==> src/rtl/opr_sequencer_pkg.sv <==
// opr_sequencer_pkg -- shared definitions for the PDP-8 operate-instruction
// sequencer: FSM state encoding, instruction group selection and the bit
// positions of the micro-op fields inside the low 9 bits of an OPR word.
//
// Bit numbering follows ir[8:0], where ir[8] is the group select and ir[0]
// is the group 2/3 split (and IAC in group 1).
package opr_sequencer_pkg;

    localparam int WORD_W = 12;

    // One state per micro-op slot; every group walks all four slots.
    typedef enum logic [2:0] {
        ST_IDLE = 3'd0,
        ST_S1   = 3'd1,
        ST_S2   = 3'd2,
        ST_S3   = 3'd3,
        ST_S4   = 3'd4
    } opr_state_t;

    typedef enum logic [1:0] {
        GRP_1 = 2'd0,
        GRP_2 = 2'd1,
        GRP_3 = 2'd2
    } opr_group_t;

    // Group select fields
    localparam int IR_GRP   = 8;
    localparam int IR_SPLIT = 0;

    // Group 1 fields
    localparam int IR_CLA = 7;
    localparam int IR_CLL = 6;
    localparam int IR_CMA = 5;
    localparam int IR_CML = 4;
    localparam int IR_RAR = 3;
    localparam int IR_RAL = 2;
    localparam int IR_BSW = 1;   // doubles a rotate, or byte swap on its own
    localparam int IR_IAC = 0;

    // Group 2 fields (IR_CLA shared)
    localparam int IR_SMA = 6;
    localparam int IR_SZA = 5;
    localparam int IR_SNL = 4;
    localparam int IR_REV = 3;   // inverts the skip sense
    localparam int IR_OSR = 2;
    localparam int IR_HLT = 1;

    // Group 3 fields (IR_CLA shared)
    localparam int IR_MQA = 6;
    localparam int IR_MQL = 4;

    function automatic opr_group_t decode_group(input logic grp_bit, input logic split_bit);
        if (!grp_bit)
            return GRP_1;
        else if (!split_bit)
            return GRP_2;
        else
            return GRP_3;
    endfunction

endpackage

==> src/rtl/opr_rotate.sv <==
// opr_rotate -- combinational slot-4 datapath for group 1 operate
// instructions: rotates the 13-bit {L,AC} word or swaps the AC halves.
//
// Ports:
//   word   in  13  {L, AC[11:0]} entering slot 4
//   code   in   3  ir[3:1] = {RAR, RAL, BSW}
//   result out 13  {L, AC} leaving slot 4
//
// code[2:1]: 10 rotate right, 01 rotate left, 00 with code[0] swaps
// AC[11:6] with AC[5:0] (L untouched), 11 leaves the word alone.
// code[0] doubles a rotate to two positions.
module opr_rotate (
    input  logic [12:0] word,
    input  logic [2:0]  code,
    output logic [12:0] result
);

    always_comb begin
        result = word;
        case (code[2:1])
            2'b10: result = code[0] ? {word[1:0], word[12:2]}
                                    : {word[0], word[12:1]};
            2'b01: result = code[0] ? {word[10:0], word[12:11]}
                                    : {word[11:0], word[12]};
            2'b00: if (code[0]) result = {word[12], word[5:0], word[11:6]};
            default: result = word;
        endcase
    end

endmodule

==> src/rtl/opr_sequencer.sv <==
// opr_sequencer -- executes one PDP-8 operate (OPR) instruction as a fixed
// four-slot micro-op sequence: IDLE -> S1 -> S2 -> S3 -> S4 -> IDLE.
//
// Ports:
//   clk, reset            clock; asynchronous active-high reset
//   start                 one-cycle request, honoured only while idle
//   ir[8:0]               low bits of the OPR word
//   ac_in, link_in, mq_in operands, sampled with start
//   sr                    switch register, sampled with start
//   ac_out, link_out,     working registers; valid from the done pulse
//   mq_out                until the next accepted start
//   busy                  high in S1..S4
//   done                  one-cycle pulse in the cycle after S4
//   skip, halt            PC+1 / stop requests (group 2 only)
module opr_sequencer
    import opr_sequencer_pkg::*;
(
    input  logic        clk,
    input  logic        reset,
    input  logic        start,
    input  logic [8:0]  ir,
    input  logic [11:0] ac_in,
    input  logic        link_in,
    input  logic [11:0] mq_in,
    input  logic [11:0] sr,
    output logic [11:0] ac_out,
    output logic        link_out,
    output logic [11:0] mq_out,
    output logic        busy,
    output logic        done,
    output logic        skip,
    output logic        halt
);

    opr_state_t state, state_nxt;

    logic [8:0]        ir_q;
    logic [WORD_W-1:0] ac_q, mq_q, sr_q;
    logic              link_q, skip_q, halt_q, done_q;

    logic [WORD_W-1:0] ac_nxt, mq_nxt;
    logic              link_nxt, skip_nxt, halt_nxt;

    logic              accept;
    opr_group_t        grp;
    logic              skip_cond;
    logic [12:0]       rot_result;

    assign accept = (state == ST_IDLE) && start;
    assign grp    = decode_group(ir_q[IR_GRP], ir_q[IR_SPLIT]);

    // Skip test only ever runs in S1, so ac_q/link_q still hold the
    // operands captured with start.
    assign skip_cond = (ir_q[IR_SMA] & ac_q[WORD_W-1])
                     | (ir_q[IR_SZA] & (ac_q == '0))
                     | (ir_q[IR_SNL] & link_q);

    opr_rotate u_rotate (
        .word   ({link_q, ac_q}),
        .code   (ir_q[3:1]),
        .result (rot_result)
    );

    // ---------------- FSM: state register ----------------
    always_ff @(posedge clk or posedge reset) begin
        if (reset)
            state <= ST_IDLE;
        else
            state <= state_nxt;
    end

    // ---------------- FSM: next state ----------------
    always_comb begin
        state_nxt = state;
        case (state)
            ST_IDLE: if (start) state_nxt = ST_S1;
            ST_S1:   state_nxt = ST_S2;
            ST_S2:   state_nxt = ST_S3;
            ST_S3:   state_nxt = ST_S4;
            ST_S4:   state_nxt = ST_IDLE;
            default: state_nxt = ST_IDLE;
        endcase
    end

    // ---------------- FSM: outputs ----------------
    always_comb begin
        busy     = (state != ST_IDLE);
        done     = done_q;
        ac_out   = ac_q;
        link_out = link_q;
        mq_out   = mq_q;
        skip     = skip_q;
        halt     = halt_q;
    end

    // ---------------- micro-op datapath ----------------
    always_comb begin
        ac_nxt   = ac_q;
        link_nxt = link_q;
        mq_nxt   = mq_q;
        skip_nxt = skip_q;
        halt_nxt = halt_q;

        if (accept) begin
            ac_nxt   = ac_in;
            link_nxt = link_in;
            mq_nxt   = mq_in;
            skip_nxt = 1'b0;
            halt_nxt = 1'b0;
        end else begin
            case (state)
                ST_S1: begin
                    case (grp)
                        GRP_1: begin
                            if (ir_q[IR_CLA]) ac_nxt   = '0;
                            if (ir_q[IR_CLL]) link_nxt = 1'b0;
                        end
                        GRP_2: skip_nxt = ir_q[IR_REV] ? ~skip_cond : skip_cond;
                        GRP_3: if (ir_q[IR_CLA]) ac_nxt = '0;
                        default: ;
                    endcase
                end
                ST_S2: begin
                    case (grp)
                        GRP_1: begin
                            if (ir_q[IR_CMA]) ac_nxt   = ~ac_q;
                            if (ir_q[IR_CML]) link_nxt = ~link_q;
                        end
                        GRP_2: if (ir_q[IR_CLA]) ac_nxt = '0;
                        GRP_3: begin
                            // MQA and MQL together exchange AC and MQ.
                            ac_nxt = (ir_q[IR_MQL] ? '0 : ac_q)
                                   | (ir_q[IR_MQA] ? mq_q : '0);
                            if (ir_q[IR_MQL]) mq_nxt = ac_q;
                        end
                        default: ;
                    endcase
                end
                ST_S3: begin
                    case (grp)
                        // 13-bit increment: carry out of AC lands in L.
                        GRP_1: if (ir_q[IR_IAC]) {link_nxt, ac_nxt} = {link_q, ac_q} + 13'd1;
                        GRP_2: if (ir_q[IR_OSR]) ac_nxt = ac_q | sr_q;
                        default: ;
                    endcase
                end
                ST_S4: begin
                    case (grp)
                        GRP_1: {link_nxt, ac_nxt} = rot_result;
                        GRP_2: halt_nxt = ir_q[IR_HLT];
                        default: ;
                    endcase
                end
                default: ;
            endcase
        end
    end

    always_ff @(posedge clk or posedge reset) begin
        if (reset) begin
            ir_q   <= '0;
            sr_q   <= '0;
            ac_q   <= '0;
            link_q <= 1'b0;
            mq_q   <= '0;
            skip_q <= 1'b0;
            halt_q <= 1'b0;
            done_q <= 1'b0;
        end else begin
            if (accept) begin
                ir_q <= ir;
                sr_q <= sr;
            end
            ac_q   <= ac_nxt;
            link_q <= link_nxt;
            mq_q   <= mq_nxt;
            skip_q <= skip_nxt;
            halt_q <= halt_nxt;
            done_q <= (state == ST_S4);
        end
    end

endmodule

==> config.mk <==
export PLATFORM = sky130hd
export DESIGN_NAME = opr_sequencer
export DESIGN_NICKNAME = d
export VERILOG_FILES = /design/src/rtl/opr_sequencer_pkg.sv /design/src/rtl/opr_rotate.sv /design/src/rtl/opr_sequencer.sv
export SDC_FILE = /design/constraint.sdc
export NUM_CORES = 1
export LEC_CHECK = 0
export ABC_AREA = 1
export BUFFER_PORTS_ARGS = -buffer_cell sky130_fd_sc_hd__buf_2
export CORE_UTILIZATION = 51
export DETAILED_ROUTE_END_ITERATION = 7
export MAX_ROUTING_LAYER = met4
export PLACE_DENSITY = 0.78
export SYNTH_ARGS = -nofsm -noshare
export SYNTH_HDL_FRONTEND = slang
export SYNTH_SLANG_ARGS = --single-unit
==> constraint.sdc <==
create_clock -name clk -period 1.59 [get_ports clk]
set_clock_uncertainty 0.05 [all_clocks]
set_input_delay 0.0795 -clock clk [delete_from_list [all_inputs] [get_ports clk]]
set_output_delay 0.0795 -clock clk [all_outputs]
set_load 0.02 [all_outputs]
### After elaboration in Yosys (flattened, before gate mapping)

Index checks and enable logic that the tools add are counted.

* memories: 0
* bits in latches: 0
* output and inout bits: 29
* bits in registers: 52
* input bits: 49
* RAM bits: 0
* ROM bits: 0

* $mul: 0
* divide/modulo/power cells: 0
* shift-type cells: 0
* multiplexer cells: 40
* reductions and logical operators: 19
* order comparisons: 0
* bitwise gates (word level): 10
* equal/unequal tests: 26
* add/sub/neg operators: 1

Operators with widths (count)
* $mux W12: 14
* $pmux W12 S4: 1
* $pmux W13 S3: 1
* $pmux W12 S3: 1
* $mux W13: 2
* $or A12 B12 Y12: 2
* $pmux W12 S2: 1
* $reduce_and A10 Y1: 2
* $ne A4 B4 Y1 const B: 4
* $mux W1: 15
* $ne A3 B3 Y1 const B: 5
* $add A13 B1 Y13 const B: 1
* $logic_not A12 Y1: 1
* $ne A3 B2 Y1 const B: 4
* $not A12 Y12: 1
* $pmux W3 S4: 1
* $reduce_bool A2 Y1: 6
* $ne A5 B2 Y1 const B: 2
* $ne A4 B2 Y1 const B: 2
* $eq A3 B2 Y1 const B: 2
* $reduce_bool A5 Y1: 1
* $eq A2 B1 Y1 const B: 2
* $eq A2 B2 Y1 const B: 2
* $logic_not A2 Y1: 2
* 15 further kinds: 21

### Longest topological paths before layout

* depth after elaboration: 9
* depth in mapped cells: 13
* gate-level depth less buffers: 12

### By module

From an unflattened synthesis, not the netlist that was laid out.

* cells, all modules: 714
* area, all modules: 4281.6 um2

Modules (own cells, without submodules)
* opr_sequencer: times used 1, cells each 571, area each 3663.5 um2
* opr_rotate: times used 1, cells each 143, area each 618.1 um2

### Worst setup path after synthesis

No wires, ideal clock.

* kind: reg-to-reg
* start point: register ir_q[3]
* end point: register ac_q[1], in the netlist ac_out[1]
* arrival: 1503 ps
* setup time: 117 ps
* stages on the path, launching flop included: 13
* clock period less this slack: 1670 ps
* setup slack: -80 ps
* path through: dfrtp_1 -> inv_1 -> ha_1 -> nor2_1 -> nand2_1 -> nand2_1 -> nand2_1 -> nand2_1 -> nor2_4 -> nand3_4 -> buf_4 -> nand2_1 -> nand2_1

* word-level cells in the longest chain between the ends: 5
* elaborated cells on any way between the ends: 10

RTL lines
* from (decl): line opr_sequencer.sv:37 `logic [8:0] ir_q;`
* from (signal assigned): line opr_sequencer.sv:171 `ir_q <= ir;`
* $eq A2 B1 Y1 (tied with other cells): line opr_rotate.sv:20 `case (code[2:1])`
* $pmux W13 S3: line opr_rotate.sv:20
* $mux W12: line opr_sequencer.sv:148 `case (grp)`
* $pmux W12 S4: line opr_sequencer.sv:111 `case (state)`
* $mux W12: line opr_sequencer.sv:104 `if (accept) begin`
* to (signal assigned): line opr_sequencer.sv:174 `ac_q <= ac_nxt;`
* to (decl): line opr_sequencer.sv:38 `logic [WORD_W-1:0] ac_q, mq_q, sr_q;`

Several ways; a longest one is shown, not always the timed one. The select of a mux whose other input is x is not followed.
A chain may end at the register's enable or synchronous reset.

### Worst setup path in the final report

* start point: register state[0]
* end point: register ac_q[2], in the netlist ac_out[2]

* word-level cells in the longest chain between the ends: 4
* elaborated cells on any way between the ends: 19

RTL lines
* from (decl): line opr_sequencer.sv:35 `opr_state_t state, state_nxt;`
* from (signal assigned): line opr_sequencer.sv:69 `state <= state_nxt;`
* $logic_not A3 Y1: line opr_sequencer.sv:49 `assign accept = (state == ST_IDLE) && start;`
* $logic_and A1 B1 Y1: line opr_sequencer.sv:49
* $ne A5 B2 Y1 (no source line) (tied with other cells)
* $reduce_and A10 Y1 (no source line)

Several ways; a longest one is shown, not always the timed one.

==> flow_summary_export.csv <==
group,metric,value,unit
pwr,vdd_drop_max,0.00167,V
setup_path,end_kind,"register",
timing,setup_slack,-0.322,ns
timing,fin_crit_sh,120,%
setup_path,reg2reg_from,"state[0]",
route,firstDrtPassIters,6,
synth,synth-async-reset-ratio,100,%
synth,syn_inst,639,
synth,yosysUniqueCellTypes,31,
layout,final_area,5970,um2
placement,place_congestion,1.02,
route,drc,0,
floorplanning,start_util,53.7,%
synth,synth_compound_area_share,14.4,%
setup_path,r2r.worst_path.cells,10,
placement,hpwl,11500,um
timing,fin_setup_tns,-5.67,ns
clocking,cts_buffer_depth,2,
clocking,cts_max_level,2,
route,vias,5593,
synth,synth_top_family_by_area,"simple AND/OR/NAND/NOR gates",
hold_path,holdPathEnd,"ir_q[7]",
floorplanning,rows,31,
flow_run,max_cap_violations,0,
synth,yosys-mux-area-fraction,0,%
timing,fmax,523,MHz
timing,hold_viol,0,
grt,grt_pass1_vias,5323,
synth,synth-seq-cells,52,
clocking,clkSinkCount,52,
setup_path,slowest_stage,"dfrtp_1",
run_status,status,"complete, but fails checks",
synth,synth_top_cell_by_area,"dfrtp_1",
pwr,p_per_area,2410,nW/um2
placement,port_buffers,77,
grt,grt_max_degree,23,
route,detail_route.wl_per_cell,19.3,um
pwr,cellLeakagePower,3.08,nW
grt,grt_pass1_wl,26900,um
clocking,cts_tree,"built",
clocking,clkTransAtPathRegs,0.11,ns
synth,yosys.area_share.xor_xnor,0,%
floorplanning,die_y,90.3,um
synth,yosysSeqAreaShare,32.7,%
timing,slew_viol_final,0,
synth,synthesis.nets,693,
clocking,numCtsBuffers,5,
grt,antenna_found_initial,0,
placement,place_area,5110,um2
synth,ys_top_cells_by_area,"dfrtp_1 33%, nand2_1 21%, nand3_1 7.3%, nor2_1 6.6%, o21ai_0 5.5%",
grt,track_usage,43.3,%
floorplanning,die_x,90.3,um
route,ant_nets,0,
synth,yosys_warnings,0,
synth,avgSynthCellArea,6.23,um2
setup_path,cpPeakStageDelay,0.47,ns
synth,ys.flop_type,"dfrtp_1",
timing,maxSlewHeadroom,68.1,%
layout,drive_gt1_share,31.5,%
setup_path,r2r-end,"ac_out[2]",
placement,place_inst,879,
route,drt_iter0_drc,663,
layout,antenna_cells,0,
synth,synthSimpleGateAreaFrac,42.1,%
setup_path,crit_chain,"inv_2 -> nor2_1 -> nor2_1 -> nand3_1 -> inv_2 -> nor2_4 -> nand3_4 -> clkbuf_16 -> nand2_1 -> nand2_1",
setup_path,startpoint_type,"register",
hold_path,hp-class,"in -> reg",
synth,synth_commonest_cells,"227 x nand2_1, 70 x nor2_1, 58 x nand3_1",
grt,overflow,0,
layout,finish.utilization,80.6,%
layout,syn2layout_area_growth,50.0,%
synth,synth_edf_count,0,
hold_path,min_path_cells,3,
clocking,insertion_delay,0.32,ns
route,finalWirelength,18000,um
timing,period_needed,1.91,ns
layout,final_nets,888,
timing,hold_slack,0.0269,ns
layout,final-instance-count-excl-fill,934,
timing,setup_violations,45,
clocking,cts-root-buf,"clkbuf_8",
setup_path,required,1.76,ns
setup_path,worstPathArrival,2.09,ns
hold_path,min_from,"ir[7]",
setup_path,path_class,"reg -> reg",
floorplanning,dieArea,8160,um2
synth,yosysMostFrequentCell,"nand2_1",
setup_path,reg2reg_slack,-0.32,ns
synth,yosys.area.top_type_share,32.7,%
synth,synthAdderAreaFrac,1.57,%
synth,synth_area,3980,um2
run_status,violations,"setup timing",
timing,tightestPinTransition,0.479,ns
timing,rsz0062_at_grt,"yes",
floorplanning,io_pins,78,
setup_path,cp_max_fo,6,
floorplanning,core-area,7410,um2
route,viasPerCell,5.99,
routing by layer:
metal  wire length (um)  up-vias  global-route usage, %
li1                   -     2463                      -
met1               6680     2555                   51.3
met2               8340      449                   71.1
met3               1810      126                   7.41
met4               1210        0                   21.6
met5                  0        -                      -
through the flow:
| step | setup slack [ns] | power [mW] |
|---|---|---|
| 6_report | -0.322 | 14.4 |
| 5_1_grt | -0.335 | 15.2 |
| 4_1_cts | -0.155 | 12.8 |
| 3_5_place_dp | -0.163 | 11.2 |
| 3_3_place_gp | -0.168 | 11.0 |
| 2_1_floorplan | 0.000580 | 7.61 |
final cells by class:
cell class                 count  area [um2]
clock inverter                 1        30.0
fill                         511        1440
timing repair inverter         1        7.51
tap                           99         124
clock buffer                   7        96.3
timing repair buffer         220        1700
sequential                    52        1310
multi-input combinational    500        2500
inverter                      54         209
what timing repair did:
action	4_1_cts	5_1_grt
endpoints found under the setup margin	30	47
pin swaps	4	21
buffers inserted	5	7
endpoints found under the hold margin	44	0
hold buffers	33	0
gates cloned	2	2
resized for setup	17	52
state kept, by name (all words and copies together), names as in the netlist:
| register | flops |
|---|---|
| ac_out | 12 |
| mq_out | 12 |
| sr_q | 12 |
| ir_q | 9 |
| state | 3 |
| done | 1 |
| halt | 1 |
| link_out | 1 |
| skip | 1 |
how the worst max path moves through the flow:
stage / startpoint / endpoint / slack (ns) / cells past startpoint
after global placement: ir_q[2] / ac_out[1] / -0.17 / 11
after CTS: ir_q[2] / ac_out[1] / -0.16 / 10
after detailed placement: ir_q[2] / ac_out[1] / -0.16 / 11
after global routing: state[0] / ac_out[5] / -0.34 / 11
final: state[0] / ac_out[2] / -0.32 / 10
after floorplan: ac_out[0] / ac_out[1] / 0.0006 / 8
worst max-delay path: cells and delay by family, from the launching register on:
family	cells	cell delay [ns]
flip-flops	1	0.47
AND/OR/NAND/NOR	7	0.89
buffers and inverters	3	0.40
cell usage in the layout (no fill, tap or decap), types with 22 or more instances in the layout:
cell type and n:
nor2_1 65, a21oi_1 28, buf_2 77, buf_4 94
dfrtp_1 49, dlygate4sd3_1 33, nand3_1 53, nand2_1 218
inv_1 32, o21ai_0 38, o211ai_1 22
where the power goes:
group / internal, mW / leakage [nW] / switching (mW) / total (mW)
clock: 0.557 / 0.0645 / 0.499 / 1.06
sequential: 1.97 / 0.645 / 0.693 / 2.66
combinational: 4.40 / 2.37 / 6.29 / 10.7
kinds of logic after synthesis:
family,Yosys count
adders and majority gates,5
and+or+nand+nor,394
DFF,52
AOI/OAI and AO/OA,101
buffers and inverters,87
No activity file was read; power rests on OpenSTA's default activity.
